`config.mk`:
```
export PLATFORM = sky130hd
export DESIGN_NAME = sr_latch_driver_flat
export DESIGN_NICKNAME = d
export VERILOG_FILES = /design/src/rtl/sr_pkg.sv /design/src/rtl/sr_latch_driver_if.sv /design/src/rtl/sr_pulse_timer.sv /design/src/rtl/sr_latch_driver.sv /design/src/flat_wrapper.sv
export SDC_FILE = /design/constraint.sdc
export NUM_CORES = 1
export LEC_CHECK = 0
export CORE_MARGIN = 10
export CORE_UTILIZATION = 40
export CTS_CLUSTER_SIZE = 40
export DETAILED_ROUTE_END_ITERATION = 16
export SYNTH_ARGS = -nofsm -noshare
export SYNTH_HDL_FRONTEND = slang
export SYNTH_SLANG_ARGS = --single-unit
export TNS_END_PERCENT = 5
```
`constraint.sdc`:
```
create_clock -name clk -period 2.2 [get_ports clk]
set_input_delay 0.55 -clock clk [delete_from_list [all_inputs] [get_ports clk]]
set_output_delay 0.55 -clock clk [all_outputs]
set_load 0.005 [all_outputs]
```
`src/rtl/sr_pkg.sv`:
```
// Shared types and constants for the SR latch driver: FSM state encoding,
// command opcodes and the width of the reusable pulse timer.
package sr_pkg;

  localparam int CNT_W = 8;

  localparam logic OP_SET = 1'b1;
  localparam logic OP_RST = 1'b0;

  typedef enum logic [1:0] {
    ST_IDLE,
    ST_DRIVE,
    ST_RELEASE,
    ST_CHECK
  } state_t;

endpackage

```
`src/rtl/sr_latch_driver_if.sv`:
```
// Command handshake plus latch drive/readback bundle between control logic
// (master) and the SR latch driver (slave).
interface sr_latch_driver_if;

  logic cmd_valid;
  logic cmd_op;
  logic cmd_ready;
  logic s;
  logic r;
  logic q_in;
  logic qb_in;
  logic done;
  logic err;
  logic q_last;

  modport master (
    output cmd_valid, cmd_op, q_in, qb_in,
    input  cmd_ready, s, r, done, err, q_last
  );

  modport slave (
    input  cmd_valid, cmd_op, q_in, qb_in,
    output cmd_ready, s, r, done, err, q_last
  );

endinterface

```
`src/rtl/sr_pulse_timer.sv`:
```
// Loadable down-counter that sticks at zero; zero marks the final cycle of
// whichever timed phase loaded it.
module sr_pulse_timer
  import sr_pkg::*;
(
  input  logic             clk,
  input  logic             rst,
  input  logic             load,
  input  logic [CNT_W-1:0] load_val,
  input  logic             dec,
  output logic             zero
);

  logic [CNT_W-1:0] cnt;

  // NOTE: clocked state uses non-blocking (<=) so every flop samples pre-edge values.
  always_ff @(posedge clk) begin
    if (rst) begin
      cnt <= '0;
    end else if (load) begin
      cnt <= load_val;
    end else if (dec && (cnt != '0)) begin
      cnt <= cnt - CNT_W'(1);
    end
  end

  assign zero = (cnt == '0);

endmodule

```
`src/rtl/sr_latch_driver.sv`:
```
// Clocked front-end for a NOR SR latch: one-sided S/R pulse, dead time, then
// q/qb readback with timeout. S and R are never high together.
module sr_latch_driver
  import sr_pkg::*;
#(
  parameter int unsigned PULSE_W = 4,
  parameter int unsigned DEAD_W  = 2,
  parameter int unsigned TIMEOUT = 8
) (
  input  logic               clk,
  input  logic               rst,
  sr_latch_driver_if.slave   bus
);

  // Timer holds "cycles remaining after this one", so each phase loads W-1.
  localparam logic [CNT_W-1:0] PULSE_LD = CNT_W'(PULSE_W - 1);
  localparam logic [CNT_W-1:0] DEAD_LD  = CNT_W'(DEAD_W - 1);
  localparam logic [CNT_W-1:0] TOUT_LD  = CNT_W'(TIMEOUT - 1);

  state_t           state;
  logic             op_q;
  logic             s_q;
  logic             r_q;
  logic             done_q;
  logic             err_q;
  logic             q_last_q;
  logic             accept;
  logic             match;
  logic             tmr_load;
  logic             tmr_dec;
  logic             tmr_zero;
  logic [CNT_W-1:0] tmr_val;

  assign bus.cmd_ready = (state == ST_IDLE) && !rst;
  assign accept        = bus.cmd_valid && bus.cmd_ready;
  // q==qb (both 0 or both 1) can never satisfy this, so it counts as a mismatch.
  assign match         = (bus.q_in == op_q) && (bus.qb_in == !op_q);

  // NOTE: every always_comb output gets a default first so no latch is inferred.
  always_comb begin
    tmr_load = 1'b0;
    tmr_dec  = 1'b0;
    tmr_val  = '0;
    case (state)
      ST_IDLE: begin
        tmr_load = accept;
        tmr_val  = PULSE_LD;
      end
      ST_DRIVE: begin
        tmr_load = tmr_zero;
        tmr_dec  = !tmr_zero;
        tmr_val  = DEAD_LD;
      end
      ST_RELEASE: begin
        tmr_load = tmr_zero;
        tmr_dec  = !tmr_zero;
        tmr_val  = TOUT_LD;
      end
      ST_CHECK: tmr_dec = 1'b1;
      default: ;
    endcase
  end

  sr_pulse_timer u_timer (
    .clk      (clk),
    .rst      (rst),
    .load     (tmr_load),
    .load_val (tmr_val),
    .dec      (tmr_dec),
    .zero     (tmr_zero)
  );

  always_ff @(posedge clk) begin
    if (rst) begin
      state    <= ST_IDLE;
      op_q     <= OP_RST;
      s_q      <= 1'b0;
      r_q      <= 1'b0;
      done_q   <= 1'b0;
      err_q    <= 1'b0;
      q_last_q <= 1'b0;
    end else begin
      done_q <= 1'b0;
      err_q  <= 1'b0;
      case (state)
        ST_IDLE: begin
          if (accept) begin
            op_q  <= bus.cmd_op;
            s_q   <= (bus.cmd_op == OP_SET);
            r_q   <= (bus.cmd_op == OP_RST);
            state <= ST_DRIVE;
          end
        end
        ST_DRIVE: begin
          if (tmr_zero) begin
            s_q   <= 1'b0;
            r_q   <= 1'b0;
            state <= ST_RELEASE;
          end
        end
        ST_RELEASE: begin
          if (tmr_zero) state <= ST_CHECK;
        end
        ST_CHECK: begin
          if (match) begin
            done_q   <= 1'b1;
            q_last_q <= op_q;
            state    <= ST_IDLE;
          end else if (tmr_zero) begin
            done_q <= 1'b1;
            err_q  <= 1'b1;
            state  <= ST_IDLE;
          end
        end
        default: state <= ST_IDLE;
      endcase
    end
  end

  assign bus.s      = s_q;
  assign bus.r      = r_q;
  assign bus.done   = done_q;
  assign bus.err    = err_q;
  assign bus.q_last = q_last_q;

endmodule

```
`src/flat_wrapper.sv`:
```
// flat-port wrapper written by rule: the top's interface ports become plain ports
module sr_latch_driver_flat import sr_pkg::*;
#(
  parameter int unsigned PULSE_W = 4,
  parameter int unsigned DEAD_W  = 2,
  parameter int unsigned TIMEOUT = 8
)
  (clk, rst, bus_cmd_valid, bus_cmd_op, bus_q_in, bus_qb_in, bus_cmd_ready, bus_s, bus_r, bus_done, bus_err, bus_q_last);
  sr_latch_driver_if bus_i ();
  input  logic clk;
  input  logic rst;
  input wire logic [$bits(bus_i.cmd_valid)-1:0] bus_cmd_valid;
  input wire logic [$bits(bus_i.cmd_op)-1:0] bus_cmd_op;
  input wire logic [$bits(bus_i.q_in)-1:0] bus_q_in;
  input wire logic [$bits(bus_i.qb_in)-1:0] bus_qb_in;
  output wire logic [$bits(bus_i.cmd_ready)-1:0] bus_cmd_ready;
  output wire logic [$bits(bus_i.s)-1:0] bus_s;
  output wire logic [$bits(bus_i.r)-1:0] bus_r;
  output wire logic [$bits(bus_i.done)-1:0] bus_done;
  output wire logic [$bits(bus_i.err)-1:0] bus_err;
  output wire logic [$bits(bus_i.q_last)-1:0] bus_q_last;
  assign bus_i.cmd_valid = bus_cmd_valid;
  assign bus_i.cmd_op = bus_cmd_op;
  assign bus_i.q_in = bus_q_in;
  assign bus_i.qb_in = bus_qb_in;
  assign bus_cmd_ready = bus_i.cmd_ready;
  assign bus_s = bus_i.s;
  assign bus_r = bus_i.r;
  assign bus_done = bus_i.done;
  assign bus_err = bus_i.err;
  assign bus_q_last = bus_i.q_last;
  sr_latch_driver #(.PULSE_W(PULSE_W), .DEAD_W(DEAD_W), .TIMEOUT(TIMEOUT)) u_core (.clk(clk), .rst(rst), .bus(bus_i));
endmodule
```
==> impl_metrics.toml <==
[outcome]
run_status = "complete, no violations"

[placed_design]
dp_hpwl_mm = 1.494
placedCellCount = 141
portBuffers = 11
gp_congestion = 0.7332

[detailed_routing]
m1WireLength_um = 759
routed.top_layer = "met4"
drt_iter0_drc = 32
finalWirelength_mm = 1.886
drc = 0
wl_met3_um = 69
routed_via_density = 5.431
route.antenna.remaining_nets = 0
wl_per_cell_um = 13.10
via_count = 782
dr.pass1.iters = 4
wl_met2_mm = 1.033

[yosys]
synth_most_common_cell = "dfxtp_1"
synth.ff_latch_count = 16
ys.flop_type = "dfxtp_1"
synth_top_area_share_pct = 35.61
synthArstFlopShare_pct = 0
netlist_instances = 101
ys_seq_area_share_pct = 35.61
synth_edf_count = 0
yosysUniqueCellTypes = 33
yosysWarnings = 0
avgSynthCellArea_um2 = 8.907
yosys-top-cells-count = "16 x dfxtp_1, 11 x a21oi_1, 9 x nor2_1"
syn_area_um2 = 899.6
syn_nets = 114
synthTopCellsByArea = "dfxtp_1 36%, ha_1 9.7%, a21oi_1 6.1%"
yosys.area.top_type = "dfxtp_1"

[pwr]
leakage_nw = 0.4199
ir_worst_vdd_v = 0.0005569
powerDensity_nw_per_um2 = 1081

[timing]
fin_tns_setup_ps = 0
fin_crit_sh_pct = 96.64
fin_worst_skew_ps = 1.121
worst_slew_pin_slew_ps = 529.3
max_freq_mhz = 470.3
rsz0062_at_grt = "no"
drv_slew = 0
setup_viol = 0
fin_crit_ps = 2126
finalHoldViolations = 0
slew_headroom_pct = 64.47

[setup_path]
cp_max_fo = 2
cpMostUsedCell = "clkdlybuf4s50_1"
cpPeakStageDelay_ps = 500
startpoint = "rst"
cp.arrival_ps = 1580
startpoint_type = "primary input"
cpMaxStageDelayCell = "clkdlybuf4s50_1"
crit_chain = "clkdlybuf4s50_1, nor2_1, clkdlybuf4s50_1"
worstSetupPathType = "primary input to output pin"
required_ps = 1650
crit_path_end_kind = "output pin"
crit-reg2reg-launch = "u_core.state[0]"

[cells_and_area]
final_nets = 131
diodes = 0
postLayoutCoreUtil_pct = 50.52
drive_gt1_share_pct = 14.66
syn2layout_area_growth_pct = 21.84
final-instance-count-excl-fill = 144

[cts]
cts_max_path_buffers = 2
numCtsBuffers = 3
cts_resized = 1
cts_hold_buf = 0
insertion_delay_ps = 290
cts_tree = "yes"
htree_levels = 1
cts_setup_buffers = 0
clkTransAtPathRegs_ps = 90
root_buffer = "clkbuf_4"
cts.sinks = 16

[global_route]
grtUsageTotal_pct = 9.635
grt_max_degree = 10
grt_pass1_wl_mm = 3.332
antenna_found_initial = 0
grt_pass1_vias = 767
grt_overflow_total = 0

[floorplan]
die_y_um = 67.43
rows = 17
core_area_um2 = 2170
die_w_um = 67.43
die-area_um2 = 4546
io_pins = 12
start_util_pct = 41.46

[hold_path]
min_from = "u_core.bus.r"
hold_class = "flip-flop to flip-flop"

[flow_run]
drv_cap = 0
==> cell usage in the layout, fill, tap and decap left out, types with 2 or more instances in the layout <==
master            n
clkdlybuf4s50_1  11
inv_1             5
clkbuf_4          3
nand2_1           6
mux2i_1           2
dfxtp_1          16
nor2_1            9
ha_1              6
o21ai_0           7
nand3_1           2
buf_4             2
o2111ai_1         2
or3_1             3
inv_2             2
a21oi_1          11
xnor2_1           2
xor2_1            4
a21boi_0          3
==> cells by family after synthesis <==
kind of cell	after synthesis	share of synthesized area (%)
XOR/XNOR	6	5.841
flip-flops	16	35.61
AO/OA/AOI/OAI	29	22.39
adder cells (fa/ha/maj)	7	9.735
buffers and inverters	9	3.755
multiplexers	3	3.477
AND/OR/NAND/NOR	31	19.19
==> flip-flops by register name, summed over array words and instances, names as in the netlist <==
register,cells
u_core.bus.done,1
u_core.u_timer.cnt,8
u_core.bus.r,1
u_core.bus.q_last,1
u_core.bus.s,1
u_core.bus.err,1
u_core.state,2
u_core.op_q,1
==> metal layers <==
| metal | vias up | GRT usage (%) |
|---|---|---|
| li1 | 388 | - |
| met1 | 378 | 9.981 |
| met2 | 12 | 17.30 |
| met3 | 4 | 3.967 |
| met4 | 0 | 3.077 |
| met5 | - | 0 |
==> report_power, final <==
group | switching, mW | internal, mW | leakage (nW)
sequential | 0.0528 | 0.344 | 0.130
combinational | 0.337 | 0.292 | 0.276
clock | 0.0950 | 0.0638 | 0.0138
==> layout make-up <==
cell class,instances,area (µm²)
Tap cell,28,35.03
Timing Repair Buffer,13,125.1
Fill cell,230,1074
Multi-Input combinational cell,76,563.0
Sequential cell,16,320.3
Inverter,8,30.03
Clock buffer,3,22.52
==> critical path, delay by kind of cell <==
kind	cells	cell delay, ps
AND/OR/NAND/NOR	1	110
buffers and inverters	2	920
==> metrics by stage <==
step	total power, mW	area [µm²]	hold WS [ps]	setup WS [ps]
after floorplan	0.8576	899.6	459.6	376.7
after global placement	0.9894	1056	471.3	76.87
after detailed placement	1.003	1056	478.1	61.26
after CTS	1.168	1081	493.3	13.29
after global routing	1.310	1096	525.6	5.135
final	1.185	1096	492.3	73.87
==> path summary, 6_finish.rpt <==
path	cells after the start	slack [ps]	end
worst max-delay path	3	70	bus_cmd_ready
worst min-delay path	2	490	u_core.bus.r
worst max register to register	6	310	u_core.u_timer.cnt[1]
worst min register to register	2	490	u_core.bus.r
Power figures use the tool's default switching activity.
